$ cat src/rtl/quant_seq_pkg.sv
// Shared constants and state encoding for the quantization sequencer.
// Imported by the interface, the multiplier and the sequencer top.
package quant_pkg;

  localparam int CW    = 16;
  localparam int QW    = 8;
  localparam int FRAC  = 8;
  localparam int NCOEF = 64;
  localparam int IW    = 6;

  localparam logic [IW-1:0] LAST_IDX = IW'(NCOEF - 1);

  typedef enum logic [2:0] {
    IDLE,
    PRIME,
    ACCEPT,
    OUT,
    DONE
  } state_t;

endpackage

$ cat src/rtl/quant_seq_if.sv
// Coefficient-in and quantized-out valid/ready streams.
// The slave modport is the sequencer side.
interface quant_seq_if;
  import quant_pkg::*;

  logic                 coef_valid;
  logic signed [CW-1:0] coef_data;
  logic                 coef_ready;

  logic                 q_valid;
  logic signed [CW-1:0] q_data;
  logic                 q_last;
  logic                 q_ready;

  modport master (
    output coef_valid, coef_data, q_ready,
    input  coef_ready, q_valid, q_data, q_last
  );

  modport slave (
    input  coef_valid, coef_data, q_ready,
    output coef_ready, q_valid, q_data, q_last
  );

endinterface

$ cat src/rtl/quant_seq_mul.sv
// Signed coefficient times unsigned Q0.8 ROM value,
// rounded half-up and shifted back to coefficient width.
module quant_mul
  import quant_pkg::*;
(
  input  logic signed [CW-1:0] i_coef,
  input  logic        [QW-1:0] i_rom,
  output logic signed [CW-1:0] o_q
);

  localparam int PW = CW + QW + 1;
  localparam logic signed [PW-1:0] RND = PW'(2 ** (FRAC - 1));

  logic signed [PW-1:0] w_a;
  logic signed [PW-1:0] w_b;
  logic signed [PW-1:0] w_p;
  logic signed [PW-1:0] w_s;

  assign w_a = PW'(i_coef);
  assign w_b = $signed(PW'(i_rom));
  assign w_p = w_a * w_b;
  assign w_s = w_p + RND;

  // |p| >> FRAC always fits CW, so plain truncation is safe
  assign o_q = CW'(w_s >>> FRAC);

endmodule

$ cat src/rtl/quant_seq.sv
// Quantization sequencer: walks romq by index, pairs each
// coefficient with its ROM byte and streams the rounded product.
module quant_seq
  import quant_pkg::*;
(
  input  logic          clk,
  input  logic          rst,
  input  logic          i_start,
  output logic [IW-1:0] o_rom_addr,
  input  logic [QW-1:0] i_rom_data,
  output logic          o_busy,
  output logic          o_done,
  quant_seq_if.slave    bus
);

  state_t               r_state;
  logic [IW-1:0]        r_idx;
  logic                 r_coef_ready;
  logic                 r_q_valid;
  logic signed [CW-1:0] r_q_data;
  logic                 r_q_last;
  logic                 r_busy;
  logic                 r_done;
  logic signed [CW-1:0] w_q;

  quant_mul u_mul (
    .i_coef (bus.coef_data),
    .i_rom  (i_rom_data),
    .o_q    (w_q)
  );

  always_ff @(posedge clk) begin
    if (rst) begin
      r_state      <= IDLE;
      r_idx        <= '0;
      r_coef_ready <= 1'b0;
      r_q_valid    <= 1'b0;
      r_q_data     <= '0;
      r_q_last     <= 1'b0;
      r_busy       <= 1'b0;
      r_done       <= 1'b0;
    end else begin
      r_done <= 1'b0;
      unique case (r_state)
        IDLE: begin
          if (i_start) begin
            r_idx   <= '0;
            r_busy  <= 1'b1;
            r_state <= PRIME;
          end
        end
        // romq read latency: rom_data for idx is valid next cycle
        PRIME: begin
          r_coef_ready <= 1'b1;
          r_state      <= ACCEPT;
        end
        ACCEPT: begin
          if (bus.coef_valid) begin
            r_coef_ready <= 1'b0;
            r_q_data     <= w_q;
            r_q_valid    <= 1'b1;
            r_q_last     <= (r_idx == LAST_IDX);
            r_idx        <= r_idx + 1'b1;
            r_state      <= OUT;
          end
        end
        OUT: begin
          if (bus.q_ready) begin
            r_q_valid <= 1'b0;
            if (r_q_last) begin
              r_done  <= 1'b1;
              r_state <= DONE;
            end else begin
              r_coef_ready <= 1'b1;
              r_state      <= ACCEPT;
            end
          end
        end
        DONE: begin
          r_q_last <= 1'b0;
          r_idx    <= '0;
          r_busy   <= 1'b0;
          r_state  <= IDLE;
        end
        default: r_state <= IDLE;
      endcase
    end
  end

  assign o_rom_addr     = r_idx;
  assign o_busy         = r_busy;
  assign o_done         = r_done;
  assign bus.coef_ready = r_coef_ready;
  assign bus.q_valid    = r_q_valid;
  assign bus.q_data     = r_q_data;
  assign bus.q_last     = r_q_last;

endmodule

$ cat src/flat_wrapper.sv
// flat-port wrapper written by rule: the top's interface ports become plain ports
module quant_seq_flat import quant_pkg::*;
  (clk, rst, i_start, o_rom_addr, i_rom_data, o_busy, o_done, bus_coef_valid, bus_coef_data, bus_q_ready, bus_coef_ready, bus_q_valid, bus_q_data, bus_q_last);
  quant_seq_if bus_i ();
  input  logic clk;
  input  logic rst;
  input  logic i_start;
  output logic [IW-1:0] o_rom_addr;
  input  logic [QW-1:0] i_rom_data;
  output logic o_busy;
  output logic o_done;
  input wire logic [$bits(bus_i.coef_valid)-1:0] bus_coef_valid;
  input wire logic [$bits(bus_i.coef_data)-1:0] bus_coef_data;
  input wire logic [$bits(bus_i.q_ready)-1:0] bus_q_ready;
  output wire logic [$bits(bus_i.coef_ready)-1:0] bus_coef_ready;
  output wire logic [$bits(bus_i.q_valid)-1:0] bus_q_valid;
  output wire logic [$bits(bus_i.q_data)-1:0] bus_q_data;
  output wire logic [$bits(bus_i.q_last)-1:0] bus_q_last;
  assign bus_i.coef_valid = bus_coef_valid;
  assign bus_i.coef_data = bus_coef_data;
  assign bus_i.q_ready = bus_q_ready;
  assign bus_coef_ready = bus_i.coef_ready;
  assign bus_q_valid = bus_i.q_valid;
  assign bus_q_data = bus_i.q_data;
  assign bus_q_last = bus_i.q_last;
  quant_seq u_core (.clk(clk), .rst(rst), .i_start(i_start), .o_rom_addr(o_rom_addr), .i_rom_data(i_rom_data), .o_busy(o_busy), .o_done(o_done), .bus(bus_i));
endmodule
$ cat config.mk
export PLATFORM = sky130hd
export DESIGN_NAME = quant_seq_flat
export DESIGN_NICKNAME = d
export VERILOG_FILES = /design/src/rtl/quant_seq_pkg.sv /design/src/rtl/quant_seq_if.sv /design/src/rtl/quant_seq_mul.sv /design/src/rtl/quant_seq.sv /design/src/flat_wrapper.sv
export SDC_FILE = /design/constraint.sdc
export NUM_CORES = 1
export LEC_CHECK = 0
export ABC_AREA = 1
export BUFFER_PORTS_ARGS = -buffer_cell sky130_fd_sc_hd__buf_4
export CAP_MARGIN = 20
export CORE_ASPECT_RATIO = 0.6
export CORE_MARGIN = 1.5
export CORE_UTILIZATION = 25
export DETAILED_ROUTE_END_ITERATION = 12
export SLEW_MARGIN = 20
export SYNTH_ARGS = -nofsm -noshare
export SYNTH_HDL_FRONTEND = slang
export SYNTH_HIERARCHICAL = 1
export SYNTH_SLANG_ARGS = --single-unit
export TNS_END_PERCENT = 100
$ cat constraint.sdc
create_clock -name clk -period 6.15 [get_ports clk]
set_input_delay 1.23 -clock clk [delete_from_list [all_inputs] [get_ports clk]]
set_output_delay 1.23 -clock clk [all_outputs]
set_load 0.05 [all_outputs]
==> summary.md, run 1 <==
| Metric | Value |
|---|---|
| Port Buffer Count | 55 |
| F_max | 0.181 GHz |
| Syn-to-layout area delta | 13.2% |
| Worst-path clk slew | 0.05 ns |
| Final #Nets | 1030 |
| Cell area after synthesis | 6060 um2 |
| Crit Path Category | in -> reg |
| Leakage power | 3.96 nW |
| Initial Util | 0.258 |
| Initial antenna violation count | 0 |
| Routability cong. | 0.853 |
| Vias/cell | 4.29 |
| Slowest CP cell | fa_1 |
| Drt wl/cell | 13.0 um |
| Hold/Removal Path Class | reg -> reg |
| Hpwl dp | 12800 um |
| Normalized max-slew margin | 0.477 |
| Synthesis warning total | 6 |
| Total number of placement rows | 43 |
| CP required | 6.31 ns |
| Register bit total from synthesis | 30 |
| Least-Margin Pin Slew | 0.782 ns |
| Core box area | 23500 um2 |
| Total power | 2.76 mW |
| PostCTS Resize Cnt | 0 |
| Setup Buffers After CTS | 0 |
| Vias in the first global route | 5237 |
| Clock latency on the worst-skew pair | 0.27 ns |
| CTS buffer count | 5 |
| Post-synthesis sequential area ratio | 0.0992 |
| Final count of negative-setup-slack endpoints | 0 |
| Min cycle time layout | 5.54 ns |
| Max IR drop VDD | 0.183 mV |
| Synth cell types | 29 |
| Max Cap Violations | 0 |
| Final ANT Viol Nets | 0 |
| Htree depth | 2 |
| Post-Route Setup TNS | 0 ns |
| Antenna Cells | 0 |
| IO Count | 56 |
| Max incr delay on CP | 0.54 ns |
| Power Dens Cells | 402 nW/um2 |
| Layout cells sized above 1 | 0.102 |
| DRT Pass-1 Iters | 5 |
| Arr. time, crit path | 5.70 ns |
| Syn Area/Cell | 7.44 um2 |
| Unrepaired setup endpoints after global routing | no |
| Status | completed |
| Endpoint class of the critical path | flip-flop |
| Critical Path, Cell by Cell | buf_4 -> nand2_1 -> fa_1 -> inv_1 -> fa_1 -> inv_1 -> fa_1 -> inv_1 -> fa_1 -> fa_1 -> ha_1 -> a21oi_1 -> nor2_1 -> nor2_1 -> nor2_1 -> o21ai_0 -> nand3_1 -> xor2_1 -> nor2_1 -> nor2_1 |
| Die area | 25200 um2 |
| Vias post-DR | 4964 |
| CP startpoint kind | input pin |
| Global route total overflow | 0 |
| CTS sink count | 30 |
| Die height | 124 um |
| Fin. Hold Viols | 0 |
| Mapped Nets | 1002 |
| Crit share post-route | 0.901 |
| Die width | 204 um |
| Worst Path Buf+Inv | 4 |
| Post-CTS Hold Fix Bufs | 0 |
| Largest net degree at the start of global routing | 21 |
| Skew final | 0.00239 ns |
| Cells after synthesis | 814 |
| Top Family by Delay on Critical Path | adder cells |
| Maximum clock insertion buffer count | 2 |
| Routed Wire Length | 15100 um |
| DR iter-0 viols | 328 |
| Most frequent cells in the layout | nand2_1, inv_1, fa_1, nor2_1, ha_1 |
| Max Slew Vio Count | 0 |
| CTS tree | built |
| Critical Path Fanout Max | 16 |
| First-pass GRT wire length | 26300 um |
| Commonest non-fill, non-tap cell in the layout | nand2_1 |
| Remaining DRCs | 0 |
| GRT Resource Usage Total | 0.130 |
| Root Buffer | clkbuf_16 |
-- final timing paths --
check,slack (ns),endpoint,startpoint,cells past startpoint
min reg2reg,0.47,u_core/bus.q_valid,u_core/bus.q_valid,2
min,0.47,u_core/bus.q_valid,u_core/bus.q_valid,2
max reg2reg,4.40,u_core/o_rom_addr[0],u_core/r_state[1],6
max,0.61,u_core/bus.q_data[15],i_rom_data[3],20
-- synthesized netlist by cell type (all sizes together) --
cell type / n / share of area
nor3b: 1 / 0.0021
nand4: 5 / 0.0052
nand3: 23 / 0.021
o21bai: 4 / 0.0050
a31oi: 1 / 0.0010
xnor2: 4 / 0.0058
dfxtp: 30 / 0.099
inv: 189 / 0.12
buf: 6 / 0.0091
nor2: 74 / 0.051
nor3: 8 / 0.0066
ha: 59 / 0.12
xor2: 14 / 0.020
nand2: 209 / 0.14
o21ai: 31 / 0.026
a211oi: 1 / 0.0012
clkbuf: 30 / 0.019
a21oi: 24 / 0.020
fa: 100 / 0.33
nor4: 1 / 0.0010
-- metrics by stage --
stage / worst slack (ns) / std cells / area (um2) / hold slack (ns) / util
4_1_cts: 0.616 / 1158 / 6860 / 0.468 / 0.292
2_1_floorplan: 0.375 / 814 / 6060 / 0.624 / -
3_5_place_dp: 0.328 / 1150 / 6710 / 0.461 / 0.286
3_3_place_gp: 0.423 / 1150 / 6710 / 0.453 / 0.286
5_1_grt: 0.303 / 1158 / 6860 / 0.498 / 0.292
6_report: 0.612 / 1158 / 6860 / 0.467 / 0.292
-- power breakdown --
group	total (mW)	switching, mW	internal, mW
clock network	0.240	0.0802	0.160
registers	0.235	0.0187	0.217
logic	2.28	1.43	0.851
-- cells by family (layout without fill, tap and decap cells) --
| group | Yosys count | count (layout) | share of synthesized area |
|---|---|---|---|
| buffers and inverters | 225 | 254 | 0.145 |
| xor gates and xnor gates | 18 | 18 | 0.0260 |
| and+or+nand+nor | 321 | 321 | 0.224 |
| DFF | 30 | 30 | 0.0992 |
| AOI/OAI and AO/OA | 61 | 61 | 0.0533 |
| adders and majority gates | 159 | 159 | 0.452 |
-- per-layer routing --
metal	vias to the layer above	share of wire	track usage	wire, um
met1	2393	0.52	0.195	7860
met4	0	0.0044	0.0106	67
met5	-	0	0	0
met3	6	0.051	0.0209	773
li1	2454	-	-	-
met2	111	0.42	0.203	6390
-- final cells by class --
cell class,instances,area [um2]
fillers,2580,16600
multi-input cells,559,4580
inverters,189,709
flip-flops and latches,30,601
repair buffers,57,428
well taps,315,394
clock buffers,7,143
clock inverters,1,5.00
-- worst reg2reg max path, stage by stage, from the launching register on --
cell and delay, ns:
dfxtp_1 0.55, nand2_1 0.12, nor2_2 0.14, nand2_1 0.48, a21oi_1 0.29, o21ai_1 0.08, inv_1 0.05
-- flip-flops by register name, summed over array words and instances (netlist names) --
name,cells
u_core/bus.q_last,1
u_core/bus.q_data,16
u_core/o_busy,1
u_core/r_state,3
u_core/bus.q_valid,1
u_core/o_rom_addr,6
u_core/o_done,1
u_core/bus.coef_ready,1
Note: power is estimated with default switching activity, not from simulation.
==> inputs of run 2 (changes only) <==
Settings changed: ABC_AREA 1 to unset, CORE_MARGIN 1.5 to 10.
==> run 2 against run 1 <==
  * Via count is 15% lower
  * Final area is 3.8% lower
  * Sequential power increased by 3%
  * Sequential cell count unchanged
  * Non-clock buffer count increased by 22
  * Synthesized cell count shrank 25%
  * Critical path type unchanged
  * Critical endpoint unchanged
==> summary.md, run 2 <==
| Metric | Value |
|---|---|
| Post-synth top area cell | fa_1 (unchanged) |
| Setup Buffers After CTS | 0 (unchanged) |
| Skew final | 0.00371 ns (was 0.00239 ns) |
| Post-synthesis sequential area ratio | 0.108 (was 0.0992) |
| Core box area | 22000 um2 (was 23500 um2) |
| Total number of placement rows | 42 (was 43) |
| Largest cells by area after synthesis | fa_1, ha_1, dfxtp_1 (was fa_1, ha_1, nand2_1) |
| Vias/cell | 4.38 (was 4.29) |
| Commonest non-fill, non-tap cell in the layout | fa_1 (was nand2_1) |
| F_max | 0.171 GHz (was 0.181 GHz) |
| Syn Area/Cell | 9.15 um2 (was 7.44 um2) |
| Port Buffer Count | 55 (unchanged) |
| Mapped Nets | 797 (was 1002) |
| Critical Path Fanout Max | 4 (was 16) |
| DRT Pass-1 Iters | 4 (was 5) |
| Layout cells sized above 1 | 0.141 (was 0.102) |
| Die area | 28800 um2 (was 25200 um2) |
| CP required | 6.35 ns (was 6.31 ns) |
| Comb pwr share | 0.799 (was 0.828) |
| Largest net degree at the start of global routing | 32 (was 21) |
| Drt wl/cell | 14.2 um (was 13.0 um) |
| Multiplexer share of the synthesized area | 0 (unchanged) |
| Least-Margin Pin Slew | 0.963 ns (was 0.782 ns) |
| Synth Area in Adders | 0.492 (was 0.452) |
| Max IR drop VDD | 0.207 mV (was 0.183 mV) |
| Status | completed (unchanged) |
| Top Usage Layer GRT | met2 (unchanged) |
| Power Dens Cells | 387 nW/um2 (was 402 nW/um2) |
| Cell area after synthesis | 5570 um2 (was 6060 um2) |
| Crit share post-route | 0.950 (was 0.901) |
| Fin. Hold Viols | 0 (unchanged) |
| Global route total overflow | 0 (unchanged) |
| Top-count cell post-synth | fa_1 (was nand2_1) |
| Clock power frac | 0.107 (was 0.087) |
| Antenna Cells | 0 (unchanged) |
| Cells after synthesis | 609 (was 814) |
| Initial Util | 0.254 (was 0.258) |
| Final instance area | 6600 um2 (was 6860 um2) |
| Register bit total from synthesis | 30 (unchanged) |
| CTS sink count | 30 (unchanged) |
| Worst-path clk slew | 0.05 ns (about the same) |
| Post-synthesis simple-gate area fraction | 0.192 (was 0.224) |
| Endpoint class of the critical path | flip-flop (unchanged) |
| Max Cap Violations | 0 (unchanged) |
| Placement Cell Area | 6440 um2 (was 6710 um2) |
| Leakage power | 3.24 nW (was 3.96 nW) |
| Remaining DRCs | 0 (unchanged) |
| CP startpoint kind | input pin (unchanged) |
| Die width | 213 um (was 204 um) |
| Unrepaired setup endpoints after global routing | no (unchanged) |
| Hold/Removal Path Class | reg -> reg (unchanged) |
| PostCTS Resize Cnt | 0 (unchanged) |
| Crit Path Category | in -> reg (unchanged) |
| Async set or reset register ratio after synthesis | 0 (unchanged) |
| Post-Route Setup TNS | 0 ns (unchanged) |
| DR iter-0 viols | 215 (was 328) |
| GR Util met1 | 0.147 (was 0.195) |
| GRT Resource Usage Total | 0.101 (was 0.130) |
| Top cells by count, synth | fa_1, nand2_1, inv_1 (was nand2_1, inv_1, fa_1) |
| Synth cell types | 50 (was 29) |
| Met2 usage | 0.153 (was 0.203) |
| Root Buffer | clkbuf_16 (unchanged) |
| Maximum clock insertion buffer count | 2 (unchanged) |
| Htree depth | 2 (unchanged) |
| CTS buffer count | 5 (unchanged) |
| Number of flops mapped to enable cells by yosys | 0 (unchanged) |
| Net Sw Power | 1.25 mW (was 1.53 mW) |
| Clock latency on the worst-skew pair | 0.27 ns (about the same) |
| Max Slew Vio Count | 0 (unchanged) |
| IO Count | 56 (unchanged) |
| Synth Flop Type | dfxtp_1 (unchanged) |
| Hold Worst Slack | 0.454 ns (was 0.467 ns) |
| Post-CTS Hold Fix Bufs | 0 (unchanged) |
| Synthesis warning total | 6 (unchanged) |
| Most frequent cells in the layout | fa_1, nand2_1, inv_1, buf_4, and2_1 (was nand2_1, inv_1, fa_1, nor2_1, ha_1) |
| Area fraction in compound gates after synthesis | 0.0943 (was 0.0533) |
| Hpwl dp | 11700 um (was 12800 um) |
| Final count of negative-setup-slack endpoints | 0 (unchanged) |
| Normalized max-slew margin | 0.354 (was 0.477) |
| Die height | 136 um (was 124 um) |
| Share of Yosys cell area claimed by the top area cell type | 0.359 (was 0.331) |
| Final ANT Viol Nets | 0 (unchanged) |
| XOR/XNOR share of the synthesized area | 0.0346 (was 0.0260) |
| Min cycle time layout | 5.85 ns (was 5.54 ns) |
| First-pass GRT wire length | 23700 um (was 26300 um) |
| Final #Nets | 863 (was 1030) |
| Routability cong. | 0.841 (was 0.853) |
| Sw frac | 0.490 (was 0.555) |
| Met3 Use GR | 0.0220 (was 0.0209) |
| Vias post-DR | 4215 (was 4964) |
| P_int | 1.30 mW (was 1.23 mW) |
| Sequential power share | 0.095 (was 0.085) |
| Syn-to-layout area delta | 18.5% (was 13.2%) |
| Routed Wire Length | 13700 um (was 15100 um) |
| Arr. time, crit path | 6.05 ns (was 5.70 ns) |
| Final Util | 0.301 (was 0.292) |
| CTS tree | built (unchanged) |
| Vias in the first global route | 4601 (was 5237) |
| Max reg flops | 16 (unchanged) |
| Initial antenna violation count | 0 (unchanged) |
| Main combinational cell family by area after synthesis | adder cells (unchanged) |
[run 2: stage by stage]
step | worst slack [ns] | instances | power (mW)
after floorplan | 0.111 | 609 | 1.79
after global placement | 0.0411 | 954 | 2.29
after detailed placement | 0.0218 | 954 | 2.30
after CTS | 0.289 | 962 | 2.60
after global routing | 0.0221 | 962 | 2.90
final | 0.305 | 962 | 2.56
[run 2: critical path, cell delays in order]
cell and delay [ns]:
buf_4 0.12, nand2_1 0.09, fa_1 0.54, inv_1 0.05, fa_1 0.50, inv_1 0.05, fa_1 0.47, inv_1 0.05
fa_1 0.50, fa_1 0.49, ha_1 0.31, inv_1 0.04, or4_4 0.59, a31oi_4 0.24, o21ai_2 0.10, or3b_1 0.36
o2111ai_1 0.10, nand2_1 0.07, a21oi_1 0.14
[run 2: kinds of logic after synthesis]
family                     Yosys count
and+or+nand+nor                    209
adders and majority gates          159
buffers and inverters              111
AOI/OAI and AO/OA                   78
DFF                                 30
xor gates and xnor gates            22
[run 2: cell type report]
type | count | area (um2)
Fill cell | 2331 | 15400
Multi-Input combinational cell | 468 | 4530
Timing Repair Buffer | 79 | 606
Sequential cell | 30 | 601
Tap cell | 286 | 358
Inverter | 91 | 342
Clock buffer | 5 | 125
Clock inverter | 3 | 40.0
[run 2: layer usage]
layer | vias up | routed length (um)
li1 | 2063 | -
met1 | 2080 | 7170
met2 | 70 | 5760
met3 | 2 | 733
met4 | 0 | 32
met5 | - | 0
[run 2: power by group through the flow]
stage,Combinational (mW),Sequential (mW),Clock (mW)
4_1_cts,2.08,0.243,0.281
2_1_floorplan,1.47,0.323,0
3_3_place_gp,2.04,0.247,0
5_1_grt,2.36,0.246,0.291
3_5_place_dp,2.05,0.247,0
6_report,2.04,0.242,0.272
[run 2: path summary, 6_finish.rpt]
| check | startpoint | end | slack [ns] | cells past startpoint |
|---|---|---|---|---|
| worst max register to register | u_core/r_state[1] | u_core/bus.q_last | 4.00 | 3 |
| worst min register to register | u_core/bus.q_data[2] | u_core/bus.q_data[2] | 0.45 | 2 |
| worst max-delay path | i_rom_data[3] | u_core/bus.q_data[15] | 0.30 | 19 |
| worst min-delay path | u_core/bus.q_data[2] | u_core/bus.q_data[2] | 0.45 | 2 |
==> inputs of run 3 (changes only) <==
Settings changed: CORE_UTILIZATION 25 to 60, CTS_BUF_LIST set to sky130_fd_sc_hd__clkbuf_4 sky130_fd_sc_hd__clkbuf_8 sky130_fd_sc_hd__clkbuf_16, PLACE_DENSITY set to 0.81.
==> run 3 against run 2 <==
  * Clock skew up 0.0027 ns
  * Clock power increased by 2%
  * Sequential power about the same
  * Register-to-register slack better by 0.02 ns
  * Non-clock buffer count down 10
  * Critical endpoint unchanged
  * Worst setup slack worse by 0.18 ns
  * Die area is 53% lower
  * Count of clock-buffer cells in the layout increased by 1
  * Critical path type unchanged
  * Via count grew 5.1%
==> summary.md, run 3 (same netlist as run 2, synthesis figures left out) <==
| Metric | Value |
|---|---|
| Skew final | 0.00643 ns (was 0.00371 ns) |
| Final count of negative-setup-slack endpoints | 0 (unchanged) |
| Min cycle time layout | 6.03 ns (was 5.85 ns) |
| Status | completed (unchanged) |
| Initial antenna violation count | 0 (unchanged) |
| Global route total overflow | 0 (unchanged) |
| Critical Path Fanout Max | 4 (unchanged) |
| Die height | 94.6 um (was 136 um) |
| Commonest non-fill, non-tap cell in the layout | fa_1 (unchanged) |
| Maximum clock insertion buffer count | 2 (unchanged) |
| Routed Wire Length | 13900 um (was 13700 um) |
| Die area | 13700 um2 (was 28800 um2) |
| Final ANT Viol Nets | 0 (unchanged) |
| CTS tree | built (unchanged) |
| Drt wl/cell | 17.8 um (was 14.2 um) |
| Sw frac | 0.503 (was 0.490) |
| Post-CTS Hold Fix Bufs | 0 (unchanged) |
| F_max | 0.166 GHz (was 0.171 GHz) |
| Total number of placement rows | 27 (was 42) |
| Layout cells sized above 1 | 0.126 (was 0.141) |
| Initial Util | 0.611 (was 0.254) |
| Crit share post-route | 0.980 (was 0.950) |
| Clock latency on the worst-skew pair | 0.27 ns (about the same) |
| Hold/Removal Path Class | reg -> reg (unchanged) |
| Endpoint class of the critical path | flip-flop (unchanged) |
| Worst R2R End | u_core/bus.q_last (unchanged) |
| First-pass GRT wire length | 23200 um (was 23700 um) |
| Hold Worst Slack | 0.452 ns (was 0.454 ns) |
| Setup slack, reg-to-reg | 4.02 ns (was 4.00 ns) |
| GRT Resource Usage Total | 0.211 (was 0.101) |
| Root Buffer | clkbuf_16 (unchanged) |
| Clock power frac | 0.106 (was 0.107) |
| CTS sink count | 30 (unchanged) |
| P_int | 1.30 mW (about the same) |
| Die width | 144 um (was 213 um) |
| Remaining DRCs | 0 (unchanged) |
| Normalized max-slew margin | 0.407 (was 0.354) |
| Final #Nets | 853 (was 863) |
| Fin. Hold Viols | 0 (unchanged) |
| DR iter-0 viols | 342 (was 215) |
| CTS buffer count | 5 (unchanged) |
| Most frequent cells in the layout | fa_1, nand2_1, inv_1, buf_4, and2_1 (unchanged) |
| CP required | 6.34 ns (was 6.35 ns) |
| Max Cap Violations | 0 (unchanged) |
| DRT Pass-1 Iters | 5 (was 4) |
| Least-Margin Pin Slew | 0.884 ns (was 0.963 ns) |
| Worst reg-to-reg path cell count | 3 (unchanged) |
| Setup Buffers After CTS | 0 (unchanged) |
| CP startpoint kind | input pin (unchanged) |
| Vias/cell | 5.67 (was 4.38) |
| Worst-path clk slew | 0.05 ns (about the same) |
| Port Buffer Count | 55 (unchanged) |
| Unrepaired setup endpoints after global routing | no (unchanged) |
| Sequential power share | 0.092 (was 0.095) |
| Total power | 2.61 mW (was 2.56 mW) |
| Arr. time, crit path | 6.22 ns (was 6.05 ns) |
| Max Slew Vio Count | 0 (unchanged) |
| Routability cong. | 0.916 (was 0.841) |
| Vias in the first global route | 4647 (was 4601) |
| Crit Path Category | in -> reg (unchanged) |
| Max reg flops | 16 (unchanged) |
| Antenna Cells | 0 (unchanged) |
| Comb pwr share | 0.802 (was 0.799) |
| Core box area | 9120 um2 (was 22000 um2) |
| Leakage power | 3.19 nW (was 3.24 nW) |
| Power Dens Cells | 414 nW/um2 (was 387 nW/um2) |
| Hpwl dp | 11600 um (was 11700 um) |
| IO Count | 56 (unchanged) |
| Worst Setup SP | bus_coef_data[1] (was i_rom_data[3]) |
| Syn-to-layout area delta | 13.4% (was 18.5%) |
| Critical R2R Launch | u_core/r_state[1] (unchanged) |
| Fill count | 712 (was 2331) |
| Critical Path End | u_core/bus.q_data[15] (unchanged) |
| Net Sw Power | 1.31 mW (was 1.25 mW) |
| Max IR drop VDD | 0.188 mV (was 0.207 mV) |
| Htree depth | 2 (unchanged) |
| Largest net degree at the start of global routing | 32 (unchanged) |
| PostCTS Resize Cnt | 0 (unchanged) |
| Vias post-DR | 4429 (was 4215) |
run 3: cell types whose count changed in the layout (fill, tap and decap cells not counted):
cell / change
clkinv_2: -2
buf_4: -10
clkbuf_8: +1
run 3: metal layers:
layer	vias to the layer above	part of all wire	global-route usage
met5	-	0	0
met4	0	0.0091	0.0318
met3	21	0.11	0.0591
met1	2164	0.45	0.305
met2	207	0.43	0.315
li1	2037	-	-
run 3: layout make-up:
cell class,count,area (um2),area share
clock buffer,6,139,0.0220
clock inverter,1,30.0,0.00475
inverter,91,342,0.0541
multi-input combinational,468,4530,0.717
sequential,30,601,0.0951
tap,116,145,0.0230
timing repair buffer,69,531,0.0840
run 3: worst min-delay path by stage:
stage	from	to	slack, ns	cells after the start
5_1_grt	u_core/bus.coef_ready	u_core/bus.coef_ready	0.48	1
4_1_cts	u_core/bus.q_data[1]	u_core/bus.q_data[1]	0.46	2
2_1_floorplan	u_core/r_state[2]	u_core/o_done	0.54	2
3_5_place_dp	u_core/bus.q_data[1]	u_core/bus.q_data[1]	0.45	2
6_report	u_core/bus.q_data[1]	u_core/bus.q_data[1]	0.45	2
3_3_place_gp	u_core/bus.q_data[3]	u_core/bus.q_data[3]	0.45	2
run 3: metrics by stage:
step / setup WS, ns / instance area, um2 / utilization / std cells / setup TNS (ns)
2_1_floorplan: 0.111 / 5570 / - / 609 / 0
3_3_place_gp: 0.0594 / 6150 / 0.674 / 774 / 0
3_5_place_dp: -0.0531 / 6150 / 0.674 / 774 / -0.0531
4_1_cts: 0.166 / 6320 / 0.693 / 781 / 0
5_1_grt: 0.00718 / 6320 / 0.693 / 781 / 0
6_report: 0.124 / 6320 / 0.693 / 781 / 0
run 3: critical path, cell delays in order:
cell and delay (ns):
buf_4 0.12, and2_1 0.17, fa_1 0.46, fa_1 0.59
inv_1 0.07, fa_1 0.47, inv_1 0.05, fa_1 0.50
fa_1 0.50, ha_1 0.34, inv_1 0.05, or4_4 0.57
a31oi_4 0.25, o21ai_2 0.11, or3b_1 0.36, o2111ai_1 0.11
nand2_1 0.08, a21oi_1 0.17
run 3: power groups by stage:
stage / clock network (mW) / logic, mW / registers (mW)
final: 0.277 / 2.10 / 0.240
after global routing: 0.291 / 2.35 / 0.243
after CTS: 0.279 / 2.07 / 0.240
after detailed placement: 0 / 2.04 / 0.244
after global placement: 0 / 1.98 / 0.243
after floorplan: 0 / 1.47 / 0.323
